==> config.mk <==
export PLATFORM = sky130hd
export DESIGN_NAME = c1_conv_sequencer
export DESIGN_NICKNAME = d
export VERILOG_FILES = /design/src/rtl/c1_conv_sequencer.sv
export SDC_FILE = /design/constraint.sdc
export NUM_CORES = 1
export LEC_CHECK = 0
export ABC_AREA = 1
export ABC_CLOCK_PERIOD_IN_PS = 3700
export CAP_MARGIN = 20
export CORE_MARGIN = 3
export CORE_UTILIZATION = 56
export CTS_CLUSTER_SIZE = 40
export DETAILED_ROUTE_END_ITERATION = 6
export MAX_ROUTING_LAYER = met4
export PLACE_DENSITY = 0.81
export SLEW_MARGIN = 5
export SYNTH_ARGS = -nofsm -noshare
export SYNTH_HDL_FRONTEND = slang
export SYNTH_SLANG_ARGS = --single-unit
==> constraint.sdc <==
create_clock -name clk -period 3.7 [get_ports clk]
set_clock_uncertainty 0.05 [all_clocks]
set_input_delay 0.74 -clock clk [delete_from_list [all_inputs] [get_ports clk]]
set_output_delay 0.74 -clock clk [all_outputs]
set_load 0.05 [all_outputs]
==> src/rtl/c1_conv_sequencer.sv <==
// C1 layer sequencer: runs the 5x5 window generator once per output channel,
// feeding it the IFM through a 2-entry skid buffer and addressing OFM results.
module c1_conv_sequencer #(
    parameter int IMG_W  = 32,
    parameter int IMG_H  = 32,
    parameter int K      = 5,
    parameter int N_OFM  = 6,
    parameter int IFM_AW = 10,
    parameter int OFM_AW = 13
) (
    input  logic              clk,
    input  logic              reset_n,
    input  logic              i_start,
    input  logic              i_abort,
    output logic              o_busy,
    output logic              o_done,
    output logic              o_err,
    output logic              o_ifm_rd_en,
    output logic [IFM_AW-1:0] o_ifm_rd_addr,
    input  logic [7:0]        i_ifm_rd_data,
    output logic              o_pix_valid,
    output logic [7:0]        o_pix,
    input  logic              i_pix_ready,
    output logic              o_lb_start,
    input  logic              i_lb_done,
    output logic [2:0]        o_wgt_sel,
    input  logic              i_res_valid,
    output logic              o_ofm_wr_en,
    output logic [OFM_AW-1:0] o_ofm_wr_addr
);
    localparam int OUT_W  = IMG_W - K + 1;
    localparam int OUT_H  = IMG_H - K + 1;
    localparam int NPIX   = IMG_W * IMG_H;
    localparam int OUT_SZ = OUT_W * OUT_H;

    localparam logic [IFM_AW:0]   NPIX_C    = (IFM_AW+1)'(NPIX);
    localparam logic [IFM_AW:0]   NPIX_LAST = (IFM_AW+1)'(NPIX - 1);
    localparam logic [IFM_AW:0]   CNT_ONE   = (IFM_AW+1)'(1);
    localparam logic [OFM_AW-1:0] OUT_SZ_C  = OFM_AW'(OUT_SZ);
    localparam logic [OFM_AW-1:0] RES_ONE   = OFM_AW'(1);
    localparam logic [2:0]        CH_LAST   = 3'(N_OFM - 1);

    typedef enum logic [2:0] {
        S_IDLE,
        S_START,
        S_STREAM,
        S_DRAIN,
        S_NEXT,
        S_FINISH
    } state_t;

    state_t            state_q, state_d;
    logic [2:0]        ch_q, ch_d;
    logic [OFM_AW-1:0] base_q, base_d;
    logic [IFM_AW:0]   rd_cnt_q, rd_cnt_d;
    logic [IFM_AW:0]   pop_cnt_q, pop_cnt_d;
    logic [OFM_AW-1:0] res_idx_q, res_idx_d;
    logic              err_q, err_d;
    logic              inflight_q, inflight_d;
    logic [1:0]        occ_q, occ_d;
    logic [7:0]        buf0_q, buf0_d;
    logic [7:0]        buf1_q, buf1_d;

    logic              pix_valid;
    logic              pop;
    logic              rd_en;
    logic              in_res;
    logic [2:0]        fill;

    always_comb begin
        state_d    = state_q;
        ch_d       = ch_q;
        base_d     = base_q;
        rd_cnt_d   = rd_cnt_q;
        pop_cnt_d  = pop_cnt_q;
        res_idx_d  = res_idx_q;
        err_d      = err_q;
        inflight_d = 1'b0;
        occ_d      = occ_q;
        buf0_d     = buf0_q;
        buf1_d     = buf1_q;

        o_done      = 1'b0;
        o_lb_start  = 1'b0;
        o_ofm_wr_en = 1'b0;

        pix_valid = (occ_q != 2'd0);
        pop       = pix_valid & i_pix_ready;
        // Occupancy the buffer will reach once the outstanding read lands.
        fill      = {1'b0, occ_q} + {2'b00, inflight_q} - {2'b00, pop};
        rd_en     = (state_q == S_STREAM) && (rd_cnt_q < NPIX_C) && (fill < 3'd2);
        in_res    = (state_q == S_STREAM) || (state_q == S_DRAIN);

        if (rd_en) begin
            rd_cnt_d = rd_cnt_q + CNT_ONE;
        end
        inflight_d = rd_en;
        if (pop) begin
            pop_cnt_d = pop_cnt_q + CNT_ONE;
        end

        if (inflight_q && !pop) begin
            if (occ_q == 2'd0) begin
                buf0_d = i_ifm_rd_data;
            end else begin
                buf1_d = i_ifm_rd_data;
            end
            occ_d = occ_q + 2'd1;
        end else if (!inflight_q && pop) begin
            buf0_d = buf1_q;
            occ_d  = occ_q - 2'd1;
        end else if (inflight_q && pop) begin
            if (occ_q == 2'd1) begin
                buf0_d = i_ifm_rd_data;
            end else begin
                buf0_d = buf1_q;
                buf1_d = i_ifm_rd_data;
            end
        end

        if (in_res && i_res_valid) begin
            if (res_idx_q < OUT_SZ_C) begin
                o_ofm_wr_en = 1'b1;
                res_idx_d   = res_idx_q + RES_ONE;
            end else begin
                err_d = 1'b1;
            end
        end

        case (state_q)
            S_IDLE: begin
                if (i_start) begin
                    state_d = S_START;
                    ch_d    = 3'd0;
                    base_d  = '0;
                    err_d   = 1'b0;
                end
            end
            S_START: begin
                o_lb_start = 1'b1;
                rd_cnt_d   = '0;
                pop_cnt_d  = '0;
                res_idx_d  = '0;
                occ_d      = 2'd0;
                inflight_d = 1'b0;
                state_d    = S_STREAM;
            end
            S_STREAM: begin
                if (pop && (pop_cnt_q == NPIX_LAST)) begin
                    state_d = S_DRAIN;
                end
            end
            S_DRAIN: begin
                if (i_lb_done) begin
                    if (res_idx_q != OUT_SZ_C) begin
                        err_d = 1'b1;
                    end
                    state_d = S_NEXT;
                end
            end
            S_NEXT: begin
                // Channel index and OFM base only move here, so the weight bank is stable per channel.
                if (ch_q == CH_LAST) begin
                    state_d = S_FINISH;
                end else begin
                    ch_d    = ch_q + 3'd1;
                    base_d  = base_q + OUT_SZ_C;
                    state_d = S_START;
                end
            end
            S_FINISH: begin
                o_done  = 1'b1;
                state_d = S_IDLE;
            end
            default: begin
                state_d = S_IDLE;
            end
        endcase

        if ((state_q != S_IDLE) && i_abort) begin
            state_d    = S_IDLE;
            occ_d      = 2'd0;
            inflight_d = 1'b0;
            err_d      = err_q;
            o_done     = 1'b0;
        end

        o_busy        = (state_q != S_IDLE);
        o_err         = err_q;
        o_ifm_rd_en   = rd_en;
        o_ifm_rd_addr = rd_cnt_q[IFM_AW-1:0];
        o_pix_valid   = pix_valid;
        o_pix         = buf0_q;
        o_wgt_sel     = ch_q;
        o_ofm_wr_addr = base_q + res_idx_q;
    end

    always_ff @(posedge clk or negedge reset_n) begin
        if (!reset_n) begin
            state_q    <= S_IDLE;
            ch_q       <= 3'd0;
            base_q     <= '0;
            rd_cnt_q   <= '0;
            pop_cnt_q  <= '0;
            res_idx_q  <= '0;
            err_q      <= 1'b0;
            inflight_q <= 1'b0;
            occ_q      <= 2'd0;
            buf0_q     <= 8'd0;
            buf1_q     <= 8'd0;
        end else begin
            state_q    <= state_d;
            ch_q       <= ch_d;
            base_q     <= base_d;
            rd_cnt_q   <= rd_cnt_d;
            pop_cnt_q  <= pop_cnt_d;
            res_idx_q  <= res_idx_d;
            err_q      <= err_d;
            inflight_q <= inflight_d;
            occ_q      <= occ_d;
            buf0_q     <= buf0_d;
            buf1_q     <= buf1_d;
        end
    end

endmodule
# == After elaboration in Yosys (flattened, before gate mapping) ==
# Cells that the tools add are included.
# classes
n_addsub,10
n_lt_le_gt_ge,3
eq_ne,18
mux,46
bitwise_logic,1
n_reduce_logical,28
# ops
op,count
$mux W8,10
$mux W13,5
$mux W11,4
$pmux W13 S2,1
$add A11 B1 Y11 const B,2
$mux W3,7
$pmux W3 S5,1
$reduce_bool A2 Y1,7
$add A13 B1 Y13 const B,1
$add A13 B10 Y13 const B,1
$add A13 B13 Y13,1
$lt A13 B10 Y1 const B,1
$ne A13 B10 Y1 const B,1
$mux W1,12
$eq A11 B10 Y1 const B,1
$lt A11 B11 Y1 const B,1
$ne A2 B2 Y1 const B,5
$eq A3 B3 Y1 const B,3
$logic_and A1 B1 Y1,8
$mux W2,4
$eq A3 B2 Y1 const B,2
$pmux W3 S2,1
$reduce_and A3 Y1,2
$reduce_bool A3 Y1,2
other kinds (21),23
# totals
regBits,74
in_bits,15
output_inout_bits,41
wordCells,117

# == Depth between registers and ports, before layout ==
# depth
depth_word,7
ltp_mapped,17
ltp_nobuf,16

# == Least setup slack after synthesis ==
# OpenSTA, ideal clock, no wires.
# synth_timing
kind,register -> output
start,register occ_q[1]
end,output o_ifm_rd_en
arrival_time_ns,3.177
required_time_ns,2.910
path_slack_ns,-0.267
stages_incl_launch_ff,11
n_path_buf,0
path_cell_list,dfrtp_1 inv_1 ha_1 inv_1 nand2_2 inv_1 ha_1 or2_2 fa_1 nand3_1 nor3_2
# synth_between
elab_chain_len,5
word_cells_on_any_way,6
cone_classes,add/sub: 2; order compare: 1; bitwise: 1; reduce/logical: 2
# synth_lines
element,line_no,source
from (decl),60,"logic [1:0] occ_q, occ_d;"
from (signal assigned),208,occ_q <= 2'd0;
from (signal assigned),220,occ_q <= occ_d;
$reduce_bool A2 Y1,87,pix_valid = (occ_q != 2'd0);
net o_pix_valid,21,"output logic o_pix_valid,"
$and A1 B1 Y1,88,pop = pix_valid & i_pix_ready;
$sub A3 B1 Y3,90,"fill = {1'b0, occ_q} + {2'b00, inflight_q} - {2'b00, pop};"
$lt A3 B2 Y1,91,rd_en = (state_q == S_STREAM) && (rd_cnt_q < NPIX_C) && (fill < 3'd2);
$logic_and A1 B1 Y1,91,
to (decl),18,"output logic o_ifm_rd_en,"
# The timed path passes the listed nets, and every way through them passes these cells.

# == Worst setup path in the final report ==
# layout_timing
start,register occ_q[1]
end,output o_ifm_rd_en
# layout_between
elab_chain_len,5
word_cells_on_any_way,6
cone_classes,add/sub: 2; order compare: 1; bitwise: 1; reduce/logical: 2
# layout_lines
element,line_no
"parallel branches: the longest is 2 deep, another holds $add A2 B1 Y3",--
$sub A3 B1 Y3 (*),90
$lt A3 B2 Y1 (*),91
$logic_and A1 B1 Y1 (*),91
# Mark *: on every way between the ends.

==> flow_summary.yaml <==
worst_setup_path:
  cp-end-kind: "output port"
  rrSetupSlack_ns: 0.75
  path_class: "flop to output port"
  crit_required_ns: 2.91
  critPathMaxFanout: 4
  cpPeakStageDelay_ns: 0.59
  crit_arrival_ns: 2.79
  crit_path_start_kind: "flop"
  cp_slowest_cell: "fa_2"
  reg2reg_from: "occ_q[1]"
  startpoint: "occ_q[1]"
  path_cells: "inv_2 > ha_4 > clkinvlp_4 > nand2_4 > inv_2 > ha_4 > or2_4 > fa_2 > nand3_4 > nor3_4 > buf_12"
floorplan:
  coreArea_um2: 7450
  io_pins: 56
  start_util_pct: 59.3
  die_x_um: 94.8
  dieArea_um2: 8990
  row_count: 31
  die_y_um: 94.8
timing:
  fin_crit_sh_pct: 96.8
  finalHoldViolCount: 0
  worst_pin_slew_ns: 0.920
  drv_slew: 0
  setup_viol: 0
  slew_headroom_pct: 38.2
  fin_setup_tns_ns: 0
  fmax_mhz: 279
  rsz0062_at_grt: "false"
  min_period_ns: 3.58
clock_network:
  tritoncts: "built"
  clock_sinks: 70
  clock-root-buffer: "clkbuf_8"
  h-tree-depth: 3
  clk_path_buf_depth: 2
  cts_buffers: 9
  path_clk_slew_ns: 0.09
  clock_latency_ns: 0.36
final_layout:
  area_growth_pct: 20.6
  final_cell_mix: "nand2_1 (165), inv_1 (79), dfrtp_1 (70), clkdlybuf4s50_1 (52), nor2_1 (49)"
  layout_commonest_cell: "nand2_1"
  nets: 689
  instances_no_fill: 756
  fill_cells: 588
  layout-drive-gt1-share_pct: 9.44
  diodes: 0
detailed_routing:
  drc_errors: 0
  drtIter0Drc: 194
  wl_mm: 9.72
  firstDrtPassIters: 4
  vias: 3977
  vias_per_cell: 5.26
  post_drt_wl_per_cell_um: 12.9
  route.antenna.remaining_nets: 0
synthesis:
  synth_top_area_share_pct: 39.6
  ys_ff_latch: 70
  synth_area_per_cell_um2: 7.43
  ys_warn_count: 0
  synth_top_area_cell: "dfrtp_1"
  syn-instance-count: 595
  syn_nets: 632
  synth_top_cells_by_area: "dfrtp_1 (40%), nand2_1 (14%), inv_1 (7.0%)"
  post_synth_num_cell_types: 36
  ys_seq_area_share_pct: 39.6
  netlist_area_um2: 4420
place:
  dp_cells: 735
  gp_congestion: 0.894
  io_buffer_count: 55
  hpwl_mm: 7.15
pwr:
  totalPowerFinal_mw: 3.63
  peakVddDrop_uv: 503
  power_density_nw_per_um2: 681
  leakagePower_nw: 2.66
global_routing:
  antenna_found_initial: 0
  grt_pass1_vias: 3895
  grt_pass1_wl_mm: 17.1
  track_usage_pct: 24.5
  grt_max_degree: 38
  grt_overflow_total: 0
job:
  cap_violations: 0
min_path:
  hold_path_class: "input pin to async pin"
status:
  outcome: "complete, no violations"
==> area by class of cell <==
type | count | area (µm²) | share of cell area [%]
clock inverters | 7 | 97.6 | 1.83
well taps | 99 | 124 | 2.32
clock buffers | 9 | 124 | 2.32
repair buffers | 69 | 676 | 12.7
multi-input cells | 414 | 2220 | 41.7
flip-flops and latches | 70 | 1750 | 32.9
inverters | 88 | 334 | 6.27
==> logic make-up (layout without fill, tap and decap cells) <==
logic type	count (synthesis)	count (layout)	synth area share, %
flops	70	70	39.6
fa+ha+maj	22	22	6.40
xor+xnor	16	16	3.17
simple gates	291	291	28.7
compound gates	85	85	10.8
buf+inv	111	173	11.2
==> through the flow <==
stage | utilization [%] | setup WS [ns] | hold slack [ns] | instance area (µm²)
floorplan | - | 0.000136 | 0.394 | 4440
global placement | 67.3 | 0.0579 | 0.418 | 5010
detailed placement | 67.6 | 0.00980 | 0.426 | 5030
CTS | 70.6 | 0.0506 | 0.267 | 5260
global route | 71.6 | 0.0253 | 0.273 | 5330
finish | 71.6 | 0.118 | 0.251 | 5330
==> power by group <==
group	leakage [nW]	switching (mW)	internal, mW
logic	1.61	1.22	0.614
clock network	0.106	0.319	0.382
registers	0.944	0.164	0.936
==> critical path, delay by kind of cell (launching register included) <==
kind / cells / cell delay, ns
adders and majority gates: 3 / 0.94
buffers and inverters: 4 / 0.44
DFF: 1 / 0.41
and+or+nand+nor: 4 / 0.66
==> timing repair <==
item                                    CTS  global route
endpoints found under the setup margin    1             1
gates resized for setup                   0             7
hold buffers                              0             0
buffers inserted                          0             5
pin swaps                                 1             5
==> Yosys cell counts (all sizes together) <==
master    n
nor3      4
dfrtp    70
o31ai     2
nand2   172
o21ai    49
o21bai    2
o211ai    9
xor2     11
nand3    37
nand4    22
nor4      1
clkinv    1
a21oi    19
nor3b     1
xnor2     5
ha       21
fa        1
o21a      2
a21o      1
nor2     53
buf      20
inv      87
o22ai     1
clkbuf    3
or2       1
==> flip-flops by register name, indices dropped and copies added, names as in the netlist, 2 cells and up <==
| name | count |
|---|---|
| o_wgt_sel | 3 |
| state_q | 3 |
| occ_q | 2 |
| pop_cnt_q | 11 |
| res_idx_q | 13 |
| o_pix | 8 |
| rd_cnt_q | 11 |
| base_q | 9 |
| buf1_q | 8 |
==> worst paths after layout <==
path                                 to  cells after the start
max in group asynchronous  res_idx_q[4]                      3
min in group clk              buf1_q[6]                      2
hold reg to reg               buf1_q[6]                      2
setup reg to reg            rd_cnt_q[7]                     16
setup / recovery            o_ifm_rd_en                     11
hold / removal                buf1_q[7]                      1
==> per-layer routing <==
layer	global-route usage [%]	routed length, µm	part of all wire, %	up-vias
met3	4.46	405	4.2	17
met1	29.3	4280	44	1846
met2	41.8	4860	50	97
met5	-	0	0	-
li1	-	-	-	2017
met4	7.69	174	1.8	0
Note: power is estimated with default switching activity, not from simulation.
